<file path="src/rtl/fluid_pipe_elastic.sv">
// fluid_pipe_elastic
// Four-stage elastic datapath computing c=a&b, d=a|b, e=(b^d)^i3, f=(i3&e)^e.
// Each stage is an elastic buffer joined to its neighbours by valid/stop handshakes.
// Every token carries its own operands, so the outputs always belong to one input token.

// One elastic stage. DEPTH==1 is a pipeline register with a combinational stop.
// DEPTH>=2 is a circular FIFO whose upstream stop is a register.
module fluid_pipe_elastic_stage #(
   parameter int DW    = 8,
   parameter int DEPTH = 1
) (
   input  logic          clk,
   input  logic          reset,
   input  logic          i_valid,
   output logic          o_stop,
   input  logic [DW-1:0] i_data,
   output logic          o_valid,
   input  logic          i_stop,
   output logic [DW-1:0] o_data
);

   generate
      if (DEPTH == 1) begin : g_reg
         logic          r_full;
         logic [DW-1:0] r_data;
         logic          w_push;
         logic          w_pop;

         assign o_stop  = r_full && i_stop;
         assign w_push  = i_valid && !o_stop;
         assign w_pop   = r_full && !i_stop;
         assign o_valid = r_full;
         assign o_data  = r_data;

         // Single entry: a push may overlap a pop, so the stage streams at full rate
         always_ff @(posedge clk) begin
            if (reset) begin
               r_full <= 1'b0;
               r_data <= '0;
            end else begin
               if (w_push) begin
                  r_data <= i_data;
               end
               if (w_push) begin
                  r_full <= 1'b1;
               end else if (w_pop) begin
                  r_full <= 1'b0;
               end
            end
         end
      end else begin : g_fifo
         localparam int PW = $clog2(DEPTH);
         localparam int CW = $clog2(DEPTH + 1);

         logic [DW-1:0] r_mem [DEPTH];
         logic [PW-1:0] r_rd;
         logic [PW-1:0] r_wr;
         logic [CW-1:0] r_cnt;
         logic          r_stop;
         logic          w_push;
         logic          w_pop;
         logic [CW-1:0] w_cntNext;

         assign o_stop  = r_stop;
         assign w_push  = i_valid && !r_stop;
         assign w_pop   = (r_cnt != '0) && !i_stop;
         assign o_valid = (r_cnt != '0);
         assign o_data  = r_mem[r_rd];

         // Next fill level; a push and a pop together leave it unchanged
         always_comb begin
            w_cntNext = r_cnt;
            if (w_push && !w_pop) begin
               w_cntNext = r_cnt + CW'(1);
            end else if (!w_push && w_pop) begin
               w_cntNext = r_cnt - CW'(1);
            end
         end

         // Circular storage; stop is registered so a full FIFO refuses a push even while popping
         always_ff @(posedge clk) begin
            if (reset) begin
               for (int i = 0; i < DEPTH; i++) begin
                  r_mem[i] <= '0;
               end
               r_rd   <= '0;
               r_wr   <= '0;
               r_cnt  <= '0;
               r_stop <= 1'b0;
            end else begin
               if (w_push) begin
                  r_mem[r_wr] <= i_data;
                  if (r_wr == PW'(DEPTH - 1)) begin
                     r_wr <= '0;
                  end else begin
                     r_wr <= r_wr + PW'(1);
                  end
               end
               if (w_pop) begin
                  if (r_rd == PW'(DEPTH - 1)) begin
                     r_rd <= '0;
                  end else begin
                     r_rd <= r_rd + PW'(1);
                  end
               end
               r_cnt  <= w_cntNext;
               r_stop <= (w_cntNext == CW'(DEPTH));
            end
         end
      end
   endgenerate

endmodule

// Top level: four stages chained with the bitwise datapath between them
module fluid_pipe_elastic #(
   parameter int WIDTH = 8,
   parameter int DEPTH = 1,
   parameter int CNTW  = 16
) (
   input  logic                           clk,
   input  logic                           reset,
   input  logic                           in_valid,
   output logic                           in_stop,
   input  logic [WIDTH-1:0]               in1,
   input  logic [WIDTH-1:0]               in2,
   input  logic [WIDTH-1:0]               in3,
   output logic                           out_valid,
   input  logic                           out_stop,
   output logic [WIDTH-1:0]               out_c,
   output logic [WIDTH-1:0]               out_d,
   output logic [WIDTH-1:0]               out_f,
   output logic [$clog2(4*DEPTH+1)-1:0]   occupancy,
   output logic [CNTW-1:0]                done_cnt
);

   localparam int W  = WIDTH;
   localparam int OW = $clog2(4 * DEPTH + 1);

   logic [3*W-1:0] w_s1In, w_s1Out;
   logic [4*W-1:0] w_s2In, w_s2Out;
   logic [4*W-1:0] w_s3In, w_s3Out;
   logic [3*W-1:0] w_s4In, w_s4Out;
   logic           w_v1, w_v2, w_v3;
   logic           w_stop12, w_stop23, w_stop34;

   logic [W-1:0]   w_a1, w_b1, w_i1;
   logic [W-1:0]   w_c2, w_d2, w_b2, w_i2;
   logic [W-1:0]   w_c3, w_d3, w_e3, w_i3;

   logic [OW-1:0]   r_occ;
   logic [CNTW-1:0] r_done;
   logic            w_inXfer;
   logic            w_outXfer;

   assign w_s1In = {in1, in2, in3};
   assign {w_a1, w_b1, w_i1} = w_s1Out;
   assign w_s2In = {w_a1 & w_b1, w_a1 | w_b1, w_b1, w_i1};
   assign {w_c2, w_d2, w_b2, w_i2} = w_s2Out;
   assign w_s3In = {w_c2, w_d2, (w_b2 ^ w_d2) ^ w_i2, w_i2};
   assign {w_c3, w_d3, w_e3, w_i3} = w_s3Out;
   assign w_s4In = {w_c3, w_d3, (w_i3 & w_e3) ^ w_e3};
   assign {out_c, out_d, out_f} = w_s4Out;

   fluid_pipe_elastic_stage #(.DW(3*W), .DEPTH(DEPTH)) u_s1 (
      .clk(clk), .reset(reset),
      .i_valid(in_valid), .o_stop(in_stop), .i_data(w_s1In),
      .o_valid(w_v1), .i_stop(w_stop12), .o_data(w_s1Out)
   );

   fluid_pipe_elastic_stage #(.DW(4*W), .DEPTH(DEPTH)) u_s2 (
      .clk(clk), .reset(reset),
      .i_valid(w_v1), .o_stop(w_stop12), .i_data(w_s2In),
      .o_valid(w_v2), .i_stop(w_stop23), .o_data(w_s2Out)
   );

   fluid_pipe_elastic_stage #(.DW(4*W), .DEPTH(DEPTH)) u_s3 (
      .clk(clk), .reset(reset),
      .i_valid(w_v2), .o_stop(w_stop23), .i_data(w_s3In),
      .o_valid(w_v3), .i_stop(w_stop34), .o_data(w_s3Out)
   );

   fluid_pipe_elastic_stage #(.DW(3*W), .DEPTH(DEPTH)) u_s4 (
      .clk(clk), .reset(reset),
      .i_valid(w_v3), .o_stop(w_stop34), .i_data(w_s4In),
      .o_valid(out_valid), .i_stop(out_stop), .o_data(w_s4Out)
   );

   assign w_inXfer  = in_valid && !in_stop;
   assign w_outXfer = out_valid && !out_stop;
   assign occupancy = r_occ;
   assign done_cnt  = r_done;

   // Token bookkeeping: occupancy tracks entries held, done counts deliveries and wraps freely
   always_ff @(posedge clk) begin
      if (reset) begin
         r_occ  <= '0;
         r_done <= '0;
      end else begin
         if (w_inXfer && !w_outXfer) begin
            r_occ <= r_occ + OW'(1);
         end else if (!w_inXfer && w_outXfer) begin
            r_occ <= r_occ - OW'(1);
         end
         if (w_outXfer) begin
            r_done <= r_done + CNTW'(1);
         end
      end
   end

endmodule
</file>
<file path="config.mk">
export PLATFORM = sky130hd
export DESIGN_NAME = fluid_pipe_elastic
export DESIGN_NICKNAME = d
export VERILOG_FILES = /design/src/rtl/fluid_pipe_elastic.sv
export SDC_FILE = /design/constraint.sdc
export NUM_CORES = 1
export LEC_CHECK = 0
export ABC_CLOCK_PERIOD_IN_PS = 4400
export CORE_AREA = 2 2 104 106
export DETAILED_ROUTE_END_ITERATION = 16
export DIE_AREA = 0 0 106 108
export PLACE_DENSITY = 0.77
export SYNTH_ARGS = -nofsm -noshare
export SYNTH_HDL_FRONTEND = slang
export SYNTH_SLANG_ARGS = --single-unit
</file>
<file path="constraint.sdc">
create_clock -name clk -period 4.4 [get_ports clk]
set_clock_uncertainty 0.15 [all_clocks]
set_input_delay 0.66 -clock clk [delete_from_list [all_inputs] [get_ports clk]]
set_output_delay 0.66 -clock clk [all_outputs]
set_load 0.01 [all_outputs]
</file>
# == Word-level counts from Yosys, hierarchy flattened ==
# Cells that the tools add are included.
# totals
reg_bits,135
out_inout_bits,45
wordCells,52
input_bits,28
# op_classes
reduce_logical,23
n_bitwise,6
muxes,10
add_sub_neg,3
# ops
op,n
$xor 8x8->8,3
$add 16x1->16 const B,1
$and 8x8->8,2
$logic_and 1x1->1,11
$reduce_bool 2->1,5
$mux 1,8
$or 8x8->8,1
$logic_not 1->1,7
$mux 3,2
$add 3x1->3 const B,1
$sub 3x1->3 const B,1

# == Logic depth before layout (Yosys ltp) ==
# depth
ltp_word,10
depth_mapped,10
ltp_nobuf,9

# == Modules after synthesis ==
# Synthesis repeated with hierarchy kept, for this count alone.
# hier_totals
cells_unflattened,636
hier_area_um2,6424.9
# modules_own_cells
mod,seq_area_each_um2,area_each_um2,cells_per_inst,n_inst
fluid_pipe_elastic_stage (u_s2 ...),660.6,1488.9,143,2
fluid_pipe_elastic_stage (u_s1 ...),500.5,1144.8,109,2
fluid_pipe_elastic,380.4,1157.4,132,1

# == Least setup slack after synthesis ==
# Ideal clock, no wire load.
# synth_path
path_kind,input to register
from,input out_stop
to,"register r_occ[2], in the netlist occupancy[2]"
t_arrival_ns,2.494
stages,10
n_path_buf,1
setup_time_ns,0.070
required_ns,4.180
setup_slack_ns,1.686
path_cell_list,nand4_1 > o21ai_2 > inv_2 > clkbuf_1 > ha_1 > inv_1 > fa_1 > xor2_1 > or3_1 > a21oi_1
# synth_between
elab_chain_cells,9
elab_cells_between_ends,14
cone_classes,mux (1); reduce/logical (13)
# synth_lines
element,line,text
start: declaration,129,"input logic out_stop,"
$logic_and 1x1->1 * (4 in series),29,assign o_stop = r_full && i_stop;
$logic_not 1->1 *,n/a,
$logic_and 1x1->1 *,n/a,
via u_s1.g_reg.w_push,26,logic w_push;
$logic_not 1->1,202,end else if (!w_inXfer && w_outXfer) begin
$logic_and 1x1->1,202,
$reduce_bool 2->1 (no source line),n/a,
end signal: assignment,201,r_occ <= r_occ + OW'(1);
end signal: assignment,203,r_occ <= r_occ - OW'(1);
end: declaration,151,logic [OW-1:0] r_occ;
# The timed path passes the listed nets; every way through them passes the cells marked *.
# A chain may end at the register's enable or synchronous reset.

# == Worst setup path after layout ==
# layout_path
from,input out_stop
to,output in_stop
# layout_between
elab_chain_cells,4
# layout_lines
element,line,text
$logic_and 1x1->1 (4 in series),29,
end: declaration,124,"output logic in_stop,"
# Every way passes these cells.

==> out/qor.yml <==
worst_hold_path:
  hold_path.class: "flip-flop to flip-flop"
die:
  floorplan.die.width_um: 106
  design.die.area_um2: 11400
  num_io_pins: 73
  floorplan.core_area_um2: 10200
  initial_utilization_pct: 49.3
  placementRows: 37
  vertical_extent_of_the_die_um: 108
grt:
  first_global_vias: 3955
  antenna_found_initial: 0
  grt_pass1_wl_um: 18300
  pin_count_of_the_biggest_net_entering_global_routing: 102
  gr-total-overflow: 0
  grt.total_usage_pct: 20.1
clock_tree:
  cts.sinks: 135
  cts_setup_buffers: 0
  cts_hold_buf: 0
  clk-insertion-delay-late_ns: 0.51
  ctsRootBufferMaster: "sky130_fd_sc_hd__clkbuf_8"
  cts_tree: "built"
  cts-root-to-sink-buffers: 2
  cts_resized: 0
  htree_levels: 4
  cts_buffers: 17
  clkSlewWorstSetupHoldPaths_ns: 0.05
drt:
  drt_drc_violations_left: 0
  wire_per_inst_um: 13.5
  route.vias.total: 4252
  drt-total-wl_um: 11200
  initial_drc_count: 303
  route.detailed.vias_per_inst: 5.16
  postRouteAntennaNets: 0
  detailed_routing_iterations_pass_1: 4
timing:
  max_slew_margin_pct: 30.6
  setup_viol_count_final: 0
  slew_violations: 0
  clock.fmax_mhz: 322
  hold_viol_final: 0
  tns_ns: 0
  grt_setup_unrepaired: "no"
  final.hold.worst_slack_ns: 0.298
  layout_worst_path_cycle_share_pct: 70.7
  actual_transition_at_the_worst_max_transition_pin_ns: 1.04
  min_period_ns: 3.11
power:
  ir_drop_mv: 0.266
  cellPowerDensity_nw_per_um2: 451
  p_leak_nw: 2.19
yosys:
  post_synth_instance_area_um2: 5040
  synth-seq-cells: 135
  post-synth-top-area-fraction_pct: 53.6
  synthDistinctLibCells: 33
  postSynthCellCount: 621
  synth_warnings: 0
  post_synth.cell_area_avg_um2: 8.12
  synth.top_cells.by_area: "sky130_fd_sc_hd__dfxtp_1 54%, sky130_fd_sc_hd__nand2_1 15%, sky130_fd_sc_hd__a21oi_1 11%, sky130_fd_sc_hd__xnor2_1 3.5%, sky130_fd_sc_hd__clkbuf_1 2.1%"
  synth_nets: 652
  synth_top_cell_by_area: "sky130_fd_sc_hd__dfxtp_1"
  ys_seq_area_share_pct: 53.6
final_layout:
  final_nets: 708
  seqCellArea_um2: 2700
  multi_input_comb_area_um2: 2170
  finalInstanceArea_um2: 6420
  final_cell_mix: "202 x sky130_fd_sc_hd__nand2_1, 135 x sky130_fd_sc_hd__dfxtp_1, 111 x sky130_fd_sc_hd__a21oi_1"
  p_r_area_growth_vs_syn_pct: 27.3
  antennaDiodeCount: 0
  num-fill-cells: 825
  final_common_cell: "sky130_fd_sc_hd__nand2_1"
  finalCoreUtilization_pct: 62.8
  drive_gt1_share_pct: 5.38
placed_design:
  area_post_placement_um2: 5810
  portBuffers: 72
  gp_congestion: 0.818
  post-dp-hpwl_um: 7280
worst_setup_path:
  cp.arrival_ns: 2.30
  required_ns: 3.59
  cp_max_fo: 8
  cp-start-kind: "input port"
  critPathKind: "input port to output port"
  end_kind: "output port"
flow_run:
  cap_violations: 0
outcome:
  status: "complete, no violations"
## report_power, final
group / internal [mW] / leakage (nW) / switching [mW] / total, mW
logic: 0.0635 / 0.802 / 0.0829 / 0.146
clock network: 0.984 / 0.294 / 0.489 / 1.47
registers: 1.25 / 1.10 / 0.0274 / 1.28
## worst paths after layout
check	startpoint	to	slack (ns)	cells past startpoint
max	out_stop	in_stop	1.29	4
min	u_s4.o_data[3]	u_s4.o_data[3]	0.30	2
max reg2reg	u_s4.o_valid	occupancy[2]	1.68	10
min reg2reg	u_s4.o_data[3]	u_s4.o_data[3]	0.30	2
## cell usage after synthesis
cell                       number
sky130_fd_sc_hd__nand2_1      202
sky130_fd_sc_hd__dfxtp_1      135
sky130_fd_sc_hd__a21oi_1      111
sky130_fd_sc_hd__clkbuf_1      28
sky130_fd_sc_hd__nor2_1        25
sky130_fd_sc_hd__xnor2_1       20
sky130_fd_sc_hd__nor3_1        17
sky130_fd_sc_hd__nand3_1       15
sky130_fd_sc_hd__nand3b_1       8
sky130_fd_sc_hd__xor2_1         8
sky130_fd_sc_hd__buf_1          7
sky130_fd_sc_hd__inv_1          5
sky130_fd_sc_hd__nand4_1        4
sky130_fd_sc_hd__and2_1         3
sky130_fd_sc_hd__buf_2          3
sky130_fd_sc_hd__nor4_1         3
sky130_fd_sc_hd__o21ai_0        3
sky130_fd_sc_hd__or3_1          3
sky130_fd_sc_hd__and4b_1        2
sky130_fd_sc_hd__ha_1           2
sky130_fd_sc_hd__mux2i_1        2
sky130_fd_sc_hd__nor2b_1        2
sky130_fd_sc_hd__o31ai_1        2
sky130_fd_sc_hd__or4_1          2
sky130_fd_sc_hd__and4_2         1
sky130_fd_sc_hd__fa_1           1
sky130_fd_sc_hd__inv_2          1
sky130_fd_sc_hd__mux2_2         1
sky130_fd_sc_hd__nand2b_1       1
sky130_fd_sc_hd__nand4_4        1
sky130_fd_sc_hd__nand4b_1       1
sky130_fd_sc_hd__o21ai_2        1
sky130_fd_sc_hd__o21ba_2        1
## sequential cells by signal, indices dropped and copies added (netlist names)
register,cells
u_s3.o_data,32
done_cnt,16
occupancy,3
u_s3.o_valid,1
u_s2.o_data,32
u_s4.o_data,24
u_s1.o_valid,1
u_s2.o_valid,1
u_s1.o_data,24
u_s4.o_valid,1
## cell type report
cell class                 count  share of cell area (%)
timing repair buffer          75                    11.5
sequential                   135                    42.1
clock buffer                  21                    6.84
clock inverter                 9                    2.73
inverter                       6                   0.351
multi-input combinational    442                    33.8
tap                          136                    2.65
## per-stage QoR
step | power (mW) | setup slack, ns | std cells
floorplan | 1.39 | 1.69 | 621
global placement | 1.44 | 0.948 | 794
detailed placement | 1.45 | 0.829 | 794
CTS | 2.91 | 1.29 | 824
global route | 2.98 | 1.11 | 824
finish | 2.90 | 1.29 | 824
## worst max-delay path, stage by stage
cell and delay [ns]:
sky130_fd_sc_hd__clkdlybuf4s50_1 0.60, sky130_fd_sc_hd__nand4_1 0.26, sky130_fd_sc_hd__nor2_1 0.21, sky130_fd_sc_hd__clkdlybuf4s50_1 0.56
## logic make-up after synthesis
| group | count (synthesis) | share of synthesized area [%] |
|---|---|---|
| AND/OR/NAND/NOR | 290 | 24.7 |
| flip-flops | 135 | 53.6 |
| AO/OA/AOI/OAI | 118 | 12.0 |
| buffers and inverters | 44 | 3.35 |
| XOR/XNOR | 28 | 4.86 |
| multiplexers | 3 | 0.620 |
| adder cells (fa/ha/maj) | 3 | 0.893 |
## metal layers
metal / up-vias / GRT usage [%] / wire length (um) / part of all wire, %
li1: 2151 / - / - / -
met1: 1961 / 25.2 / 5110 / 46
met2: 122 / 34.0 / 5360 / 48
met3: 18 / 5.06 / 553 / 5.0
met4: 0 / 6.86 / 144 / 1.3
met5: - / 0 / 0 / 0
No activity file was read; power rests on OpenSTA's default activity.
==> patch 1, RTL diff (same flow settings) <==
Put a register stage on the output `out_c`, cleared by the reset. The value now appears one clock later. The other outputs are not delayed to match.
--- a/src/rtl/fluid_pipe_elastic.sv
+++ b/src/rtl/fluid_pipe_elastic.sv
@@ -137,6 +137,8 @@
    localparam int W  = WIDTH;
    localparam int OW = $clog2(4 * DEPTH + 1);
 
+   logic [WIDTH-1:0] out_c_d;
+
    logic [3*W-1:0] w_s1In, w_s1Out;
    logic [4*W-1:0] w_s2In, w_s2Out;
    logic [4*W-1:0] w_s3In, w_s3Out;
@@ -160,7 +162,7 @@
    assign w_s3In = {w_c2, w_d2, (w_b2 ^ w_d2) ^ w_i2, w_i2};
    assign {w_c3, w_d3, w_e3, w_i3} = w_s3Out;
    assign w_s4In = {w_c3, w_d3, (w_i3 & w_e3) ^ w_e3};
-   assign {out_c, out_d, out_f} = w_s4Out;
+   assign {out_c_d, out_d, out_f} = w_s4Out;
 
    fluid_pipe_elastic_stage #(.DW(3*W), .DEPTH(DEPTH)) u_s1 (
       .clk(clk), .reset(reset),
@@ -208,4 +210,12 @@
       end
    end
 
+   always_ff @(posedge clk) begin
+      if (reset) begin
+         out_c <= '0;
+      end else begin
+         out_c <= out_c_d;
+      end
+   end
+
 endmodule
Behaviour: not the same (Yosys sat finds a counterexample within 10 cycles, from zero or initial values and one cycle with reset high).
==> patch 1 against the original RTL <==
  * Setup slack worse by 0.0019 ns
  * Global-route usage up 0.057 points
  * Critical path type unchanged
  * Area after synthesis up 7.0%
  * Sequential cell count up 8
  * Power up 0.30%
  * First-iteration DRC count down 27%
  * Routed wire length about the same
  * Combinational power down 3%
  * Final area up 2.9%
==> patch 1: results (changes against the original RTL) <==
place:
  dp_hpwl_mm: 7.22  # -0.85%
  dp.cells: 810  # +2.0%
  place.port_buffers: 72  # unchanged
  dp_slack_ns: 0.834  # +0.00558 ns
power:
  p_leak_nw: 2.28  # +3.9%
  p_per_area_nw_per_um2: 440  # -2.5%
  combinationalPower_mw: 0.141  # -3%
  p_clk_mw: 1.41  # -4%
  power.share.switching: 0.222  # +0.0151
  vdd_drop_max_uv: 234  # -12%
route:
  drt_first_pass_iters: 4  # unchanged
  vias: 4330  # +1.8%
  via_per_inst: 5.14  # -0.34%
  drt_iter0_drc: 220  # -27%
  wl_mm: 11.2  # about the same
critical_path:
  crit_end: "in_stop"
synthesis:
  synthMuxAreaShare: 0.00579  # -0.000408
  synth_adder_area_share: 0.00834  # -0.000588
  synth_compound_area_frac: 0.113  # -0.00696
  yosys-top-cells-count: "nand2_1, dfxtp_1, a21oi_1"
  synth_xor_area_frac: 0.0454  # -0.00320
  synth_area_leaders: "dfxtp_1, nand2_1, a21oi_1, xnor2_1, buf_4"
  mappedNetlistNets: 687  # +5.4%
  synth_cells: 656  # +5.6%
  yosysSeqAreaShare: 0.530  # -0.00559
timing:
  period_minus_slack_ns: 3.11  # +0.00193 ns
  slew-limit-headroom: 0.275  # -0.0308
cells_and_area:
  layout-drive-gt1-share: 0.0581  # +0.00429
  nFillCells: 865  # +4.8%
  nets: 724  # +2.3%
global_route:
  grt_max_degree: 115  # +13%
  grt_first_pass_wirelength_mm: 18.5  # +1.2%
  grtUsageTotal: 0.202  # +0.000571
  grt_pass1_vias: 3952  # -0.076%
worst_hold_path:
  holdPathEnd: "u_s4.o_data[4]"
  holdCritStartpoint: "u_s4.o_data[4]"
status:
  status: "finished, final reports clean"
patch 1: changes by cell type in the layout (fill, tap and decap cells not counted), sizes merged, moves of 3 or more:
cell and delta:
nor2b +9, dfxtp +8, clkinv +4, clkbuf -3
patch 1: layout make-up:
class                      count  area (sq um)  area share
tap                          136           170      0.0257
multi-input combinational    450          2220       0.336
inverter                       7          26.3     0.00398
timing repair buffer          74           733       0.111
clock buffer                  18           428      0.0647
clock inverter                14           166      0.0252
sequential                   143          2860       0.433
patch 1: stage by stage:
step                area [sq um]   util  hold WS (ns)
global placement            6020  0.588         0.287
global route                6610  0.646         0.319
CTS                         6610  0.646         0.299
floorplan                   5400      -         0.281
finish                      6610  0.646         0.299
detailed placement          6020  0.588         0.291
patch 1: layer usage:
layer	vias to the layer above	global-route usage	wire (um)
met5	-	0	0
met4	0	0.0846	188
met3	18	0.0428	489
met2	120	0.310	5040
met1	1978	0.277	5450
li1	2214	-	-
==> patch 2, RTL diff (config.mk and constraints unchanged) <==
Without the edit above. The parameter `CNTW` goes from 16 to 18.
--- a/src/rtl/fluid_pipe_elastic.sv
+++ b/src/rtl/fluid_pipe_elastic.sv
@@ -116,7 +116,7 @@
 module fluid_pipe_elastic #(
    parameter int WIDTH = 8,
    parameter int DEPTH = 1,
-   parameter int CNTW  = 16
+   parameter int CNTW  = 18
 ) (
    input  logic                           clk,
    input  logic                           reset,
Interface: changed (resized done_cnt); port bits go from 73 to 75. No check against the original RTL was run, so the function may have changed too.
==> patch 2 against the original RTL <==
  * Area after synthesis increased by 2.1%
  * Worst hold slack improved by 0.0020 ns
  * Largest cell class unchanged
  * Fmax increased by 1.5%
  * Routed wire length decreased by 5.6%
  * Power decreased by 5.3%
  * Final area increased by 0.80%
  * Largest power group unchanged
  * Setup slack improved by 0.046 ns
  * Non-clock buffer count increased by 1
  * Sequential cell count increased by 2
==> patch 2: results (changes against the original RTL) <==
route:
  via_per_inst: 5.15  # -0.11%
  wire_per_inst_um: 12.5  # -7.5%
  drt_iter0_drc: 206  # -32%
  drt_first_pass_iters: 5  # +1
synthesis:
  avgSynthCellArea_sq_um: 8.10  # -0.32%
  synth_adder_area_share: 0.00875  # -0.000182
  synth_area_leaders: "dfxtp_1, nand2_1, a21oi_1, xnor2_1, clkbuf_1"
  synthMuxAreaShare: 0.00607  # -0.000127
  synth_compound_area_frac: 0.119  # -0.000744
  synth_xor_area_frac: 0.0493  # +0.000709
  mappedNetlistNets: 667  # +2.3%
  yosysSeqAreaShare: 0.533  # -0.00316
place:
  dp_hpwl_mm: 6.90  # -5.3%
  dp.cells: 809  # +1.9%
  place.port_buffers: 74  # +2.8%
cells_and_area:
  layout-drive-gt1-share: 0.0525  # -0.00130
  final_cells: 841  # +2.1%
  nets: 723  # +2.1%
power:
  p_leak_nw: 2.20  # +0.21%
  vdd_drop_max_uv: 196  # -26%
critical_path:
  crit_fanout: 25  # +17
  arrival_ns: 3.35  # +1.05 ns
timing:
  worst_pin_slew_ns: 1.09  # +0.0553 ns
global_route:
  grt_pass1_vias: 3957  # +0.051%
  grt_first_pass_wirelength_mm: 17.9  # -2.2%
status:
  status: "finished, final reports clean"
-- patch 2: changes by cell type after synthesis, moves of 3 or more --
cell and change:
xor2_1 -5, inv_1 +6, xnor2_1 +6, nor3_1 +3
-- patch 2: final timing paths --
kind	slack [ns]	from	cells past startpoint	end
worst max-delay path	1.34	out_stop	11	occupancy[2]
worst min-delay path	0.30	u_s1.o_data[7]	2	u_s2.o_data[7]
worst max register to register	1.63	u_s4.o_valid	10	occupancy[2]
worst min register to register	0.30	u_s1.o_data[7]	2	u_s2.o_data[7]
-- patch 2: critical path, cell delays in order --
cell and delay [ns]:
clkdlybuf4s50_1 0.52, nand4_1 0.23, o21ai_1 0.08, buf_4 0.21
inv_2 0.32, ha_1 0.27, inv_1 0.06, fa_1 0.38
xor2_1 0.16, or3_1 0.30, a21oi_1 0.14
-- patch 2: through the flow --
stage	setup slack, ns	total power [mW]	area [sq um]	hold WS (ns)	utilization
after floorplan	1.63	1.41	5150	0.281	-
after global placement	0.908	1.46	5910	0.287	0.578
after detailed placement	0.819	1.46	5910	0.294	0.578
after CTS	1.33	2.76	6470	0.304	0.633
after global routing	1.12	2.84	6470	0.318	0.633
final	1.34	2.75	6470	0.300	0.633
-- patch 2: final cells by class --
type                       count  area, sq um
fill                         839         3760
clock inverter                 6         62.6
sequential                   137         2740
inverter                      12         45.0
tap                          136          170
clock buffer                  26          498
multi-input combinational    448         2200
timing repair buffer          76          753
-- patch 2: logic make-up after synthesis --
| family | after synthesis |
|---|---|
| xor+xnor | 29 |
| simple gates | 293 |
| fa+ha+maj | 3 |
| compound gates | 120 |
| buf+inv | 51 |
| flops | 137 |
| mux | 3 |
-- patch 2: power by group --
part,leakage [nW],switching [mW],total [mW],internal (mW)
sequential,1.11,0.0261,1.30,1.27
combinational,0.817,0.0782,0.140,0.0622
clock,0.267,0.486,1.31,0.822
total,2.20,0.590,2.75,2.16
-- patch 2: metal layers --
metal / GRT usage / routed length (um) / part of all wire / up-vias
met1: 0.251 / 5020 / 0.48 / 1999
met3: 0.0549 / 582 / 0.055 / 10
met2: 0.313 / 4850 / 0.46 / 122
met4: 0.0526 / 89 / 0.0084 / 0
met5: 0 / 0 / 0 / -
li1: - / - / - / 2204
